File: config.mk
export PLATFORM = sky130hd
export DESIGN_NAME = stream_arb_4_1
export DESIGN_NICKNAME = d
export VERILOG_FILES = /design/src/rtl/stream_arb_pkg.sv /design/src/rtl/rr_pick_4.sv /design/src/rtl/stream_arb_4_1.sv
export SDC_FILE = /design/constraint.sdc
export NUM_CORES = 1
export LEC_CHECK = 0
export ABC_AREA = 1
export CORE_AREA = 10 10 50 52
export CTS_CLUSTER_DIAMETER = 60
export CTS_CLUSTER_SIZE = 20
export DETAILED_ROUTE_END_ITERATION = 8
export DIE_AREA = 0 0 60 62
export DONT_BUFFER_PORTS = 1
export PLACE_DENSITY = 0.71
export RECOVER_POWER = 100
export REMOVE_ABC_BUFFERS = 1
export SETUP_SLACK_MARGIN = 0.1
export SYNTH_ARGS = -nofsm -noshare
export SYNTH_HDL_FRONTEND = slang
export SYNTH_HIERARCHICAL = 1
export SYNTH_SLANG_ARGS = --single-unit
File: constraint.sdc
create_clock -name clk -period 2.59 [get_ports clk]
set_input_delay 0.259 -clock clk [delete_from_list [all_inputs] [get_ports clk]]
set_output_delay 0.259 -clock clk [all_outputs]
set_load 0.05 [all_outputs]
File: src/rtl/stream_arb_pkg.sv
// Shared constants and types for the 4:1 round-robin stream arbiter.
// Burst lock is compiled in with the STREAM_ARB_LOCK_EN macro.
package stream_arb_pkg;

    localparam int N_CH  = 4;
    localparam int SEL_W = 2;

    typedef enum logic {
        ARB  = 1'b0,
        LOCK = 1'b1
    } arb_state_t;

    // Observable arbiter state, for checkers and waveform debug.
    typedef struct packed {
        arb_state_t       state;
        logic [SEL_W-1:0] ptr;
        logic [SEL_W-1:0] lock_ch;
    } arb_dbg_t;

endpackage

File: src/rtl/rr_pick_4.sv
// Combinational round-robin picker: the first valid channel at or after ptr,
// scanning ptr, ptr+1, ptr+2, ptr+3 modulo 4.
module rr_pick_4
    import stream_arb_pkg::*;
(
    input  logic [N_CH-1:0]  valid,
    input  logic [SEL_W-1:0] ptr,
    output logic [SEL_W-1:0] winner,
    output logic             found
);

    logic [SEL_W-1:0] idx;

    // Scan from the farthest candidate back to ptr so the nearest valid one wins.
    always_comb begin
        winner = ptr;
        found  = 1'b0;
        idx    = ptr;
        for (int k = N_CH - 1; k >= 0; k--) begin
            idx = ptr + SEL_W'(k);
            if (valid[idx]) begin
                winner = idx;
                found  = 1'b1;
            end
        end
    end

endmodule

File: src/rtl/stream_arb_4_1.sv
// Four-channel round-robin stream arbiter with a single registered output stage
// carrying the winning word and its 2-bit select. STREAM_ARB_LOCK_EN adds burst lock.
module stream_arb_4_1
    import stream_arb_pkg::*;
#(
    parameter int W = 4
) (
    input  logic              clk,
    input  logic              rst_n,
    input  logic [N_CH-1:0]   in_valid,
    input  logic [N_CH*W-1:0] in_data,
    output logic [N_CH-1:0]   in_ready,
`ifdef STREAM_ARB_LOCK_EN
    input  logic [N_CH-1:0]   in_last,
`endif
    output logic              out_valid,
    output logic [W-1:0]      out_data,
    output logic [SEL_W-1:0]  out_sel,
    input  logic              out_ready,
    output arb_dbg_t          dbg
);

    // Handshake: a word moves on a channel in the cycle where its valid and
    // ready are both high; out_* are taken downstream when out_valid && out_ready.

    arb_state_t       state, next_state;
    logic [SEL_W-1:0] ptr, lock_ch, next_lock_ch;
    logic [N_CH-1:0]  pick_valid;
    logic [SEL_W-1:0] winner;
    logic             found;
    logic             load;
    logic             xfer;
    logic             is_last;

    assign load = !out_valid || out_ready;

    // While locked only the owning channel may compete.
    assign pick_valid = (state == LOCK) ? (in_valid & (N_CH'(1) << lock_ch)) : in_valid;

    rr_pick_4 u_pick (
        .valid  (pick_valid),
        .ptr    (ptr),
        .winner (winner),
        .found  (found)
    );

    assign xfer = load && found;

`ifdef STREAM_ARB_LOCK_EN
    assign is_last = in_last[winner];
`else
    assign is_last = 1'b1;
`endif

    always_ff @(posedge clk or negedge rst_n) begin
        if (!rst_n) begin
            state   <= ARB;
            lock_ch <= '0;
        end else begin
            state   <= next_state;
            lock_ch <= next_lock_ch;
        end
    end

    always_comb begin
        next_state   = state;
        next_lock_ch = lock_ch;
        if (xfer) begin
            if (is_last) begin
                next_state = ARB;
            end else begin
                next_state   = LOCK;
                next_lock_ch = winner;
            end
        end
    end

    always_comb begin
        in_ready = '0;
        if (xfer) begin
            in_ready = N_CH'(1) << winner;
        end
    end

    // The pointer only advances on the word that closes a burst.
    always_ff @(posedge clk or negedge rst_n) begin
        if (!rst_n) begin
            ptr <= '0;
        end else if (xfer && is_last) begin
            ptr <= winner + SEL_W'(1);
        end
    end

    always_ff @(posedge clk or negedge rst_n) begin
        if (!rst_n) begin
            out_valid <= 1'b0;
            out_data  <= '0;
            out_sel   <= '0;
        end else if (xfer) begin
            out_valid <= 1'b1;
            out_data  <= in_data[winner*W +: W];
            out_sel   <= winner;
        end else if (load) begin
            out_valid <= 1'b0;
        end
    end

    assign dbg = '{state: state, ptr: ptr, lock_ch: lock_ch};

endmodule
==> qor.yml <==
route:
  drc: 0
  drt_wl_total_microns: 2310
  route.met2.wl_microns: 1260
  drt-wirelength-per-cell_microns: 12.6
  wl_met1_microns: 889
  drtIter0Drc: 26
  top_layer: "met4"
  met3_length_microns: 154
  vias: 897
  drt-pass1-iter-count: 4
  ant_nets: 0
  vias_per_cell: 4.90
placement:
  placed_area_sq_um: 911
  numPortBuffers: 0
  gp_congestion: 0.976
  hpwl_microns: 1760
setup_path:
  critPathLaunchType: "flip-flop"
  rr_endpoint: "ptr[0]"
  reg2reg_slack_ns: 0.55
  reg2reg_from: "ptr[0]"
  endpoint_kind: "output port"
  worstPathArrival_ns: 2.15
  worstPathMaxFanout: 6
  cp_data_required_time_ns: 2.33
  reg2reg_depth: 10
  worstSetupPathType: "flip-flop to output port"
clock_network:
  htreeDepth: 1
  cts_tree: "done"
  worstSkewPairLatency_ns: 0.26
  cts_root_buffer: "clkbuf_4"
  numClockSinks: 9
  cts_buffer_depth: 2
  cts.clk_slew.worst_paths_ns: 0.06
  numCtsBuffers: 3
synth:
  yosysWarnings: 6
  synth_top_area_share: 0.296
  syn_avg_cell_area_sq_um: 5.75
  synth.area.top_cells: "nand2_1, dfrtp_1, inv_1"
  synth_seq_cells: 9
  ys_seq_area_frac: 0.258
  yosysTopAreaCell: "nand2_1"
  ys_types: 18
  synth_cells: 152
  netlist_area_sq_um: 875
sta:
  setup_viol: 0
  period_share: 0.930
  fmax_mhz: 415
  timing.final.hold_violations: 0
  fin_worst_skew_ns: 0.00498
  rsz0062_at_grt: "no"
  relSlewSlack: 0.668
  slew_viol_final: 0
  worst_hold_slack_ns: 0.177
  tightest_slew_ns: 0.497
  min_period_ns: 2.41
final_layout:
  layout_commonest_cell: "nand2_1"
  final_cell_mix: "nand2_1, inv_1, nand3_1"
  n_antenna_cell: 0
  fin_nets: 194
  multi_input_area_sq_um: 495
  drive_gt1_frac: 0.199
  final_cell_area_sq_um: 1040
  fill_cells: 160
  regArea_sq_um: 226
  syn_to_final_growth_pct: 18.6
die:
  fp.dieW_microns: 60
  rows: 15
  die_h_microns: 62
  initial_core_util: 0.542
  core_sq_um: 1610
  die_area_sq_um: 3720
  io-pin-count: 39
grt:
  antenna_found_initial: 0
  overflow: 0
  grt_max_degree: 15
  grt_usage: 0.115
  grt_pass1_vias: 792
  grt_pass1_wl_microns: 3350
hold_path:
  holdPathEnd: "out_valid"
  min_from: "out_ready"
  hold_depth: 3
  hp-class: "input pin to flip-flop"
run:
  maxCapViolCount: 0
run_status:
  status: "finished, final reports clean"
[worst max path at each step]
stage	from	endpoint	cells after the start
2_1_floorplan	ptr[0]	in_ready[2]	13
3_3_place_gp	ptr[0]	in_ready[0]	14
3_5_place_dp	ptr[0]	in_ready[0]	14
4_1_cts	ptr[1]	in_ready[0]	12
5_1_grt	ptr[1]	in_ready[0]	15
6_report	ptr[0]	in_ready[2]	12
[registers in the layout, indices dropped and copies added (netlist names)]
| name | cells |
|---|---|
| out_data | 4 |
| out_sel | 2 |
| out_valid | 1 |
| ptr | 2 |
[layer usage]
| layer | track usage | vias up |
|---|---|---|
| li1 | - | 462 |
| met1 | 0.123 | 412 |
| met2 | 0.200 | 21 |
| met3 | 0.0528 | 2 |
| met4 | 0.0288 | 0 |
| met5 | 0 | - |
[timing repair]
action                                 in CTS  in global routing
setup buffers                               0                  5
pin swaps                                   0                  5
hold buffers                                1                  0
setup endpoints to repair                   4                  4
endpoints found under the hold margin       9                  0
resized for setup                           2                 20
[worst max-delay path: stages, from the launching register on]
cell,delay [ns]
dfrtp_2,0.47
buf_6,0.15
nand2_2,0.05
o21ai_2,0.06
nand2_1,0.09
nand2_1,0.05
o21bai_1,0.16
a21boi_2,0.23
buf_4,0.18
ha_1,0.14
inv_1,0.05
nor2_2,0.09
buf_6,0.17
[cell usage after synthesis]
library cell  number
dfrtp_1            9
inv_4              2
conb_1             1
nand2_2            2
o21ai_0            2
inv_1             30
o21bai_1           1
ha_1               4
a21boi_1           1
o21a_1             1
o21ai_1            1
buf_6              2
nand3_1           13
nand3_2            1
nor2_1             6
nand2_1           69
buf_4              4
inv_2              3
[through the flow]
stage          instances  setup slack, ns   util  TNS (ns)
6_report             183            0.182  0.643         0
5_1_grt              183           0.0236  0.643         0
4_1_cts              178            0.151  0.589         0
3_5_place_dp         173            0.260  0.564         0
3_3_place_gp         173            0.360  0.564         0
2_1_floorplan        148           -0.267      -    -0.973
[area by class of cell]
cell class | count | area share
Multi-Input combinational cell | 104 | 0.478
Sequential cell | 9 | 0.218
Inverter | 35 | 0.136
Timing Repair Buffer | 14 | 0.122
Clock buffer | 4 | 0.0253
Tap cell | 17 | 0.0205
[logic make-up after synthesis]
family | count (synthesis) | share of synthesized area
compound gates | 6 | 0.0429
flops | 9 | 0.258
other cells | 1 | 0.00429
fa+ha+maj | 4 | 0.0572
buf+inv | 41 | 0.216
simple gates | 91 | 0.422
Power is not shown: default switching activity piles up to over one toggle a cycle in this logic, so the estimate is an artifact.
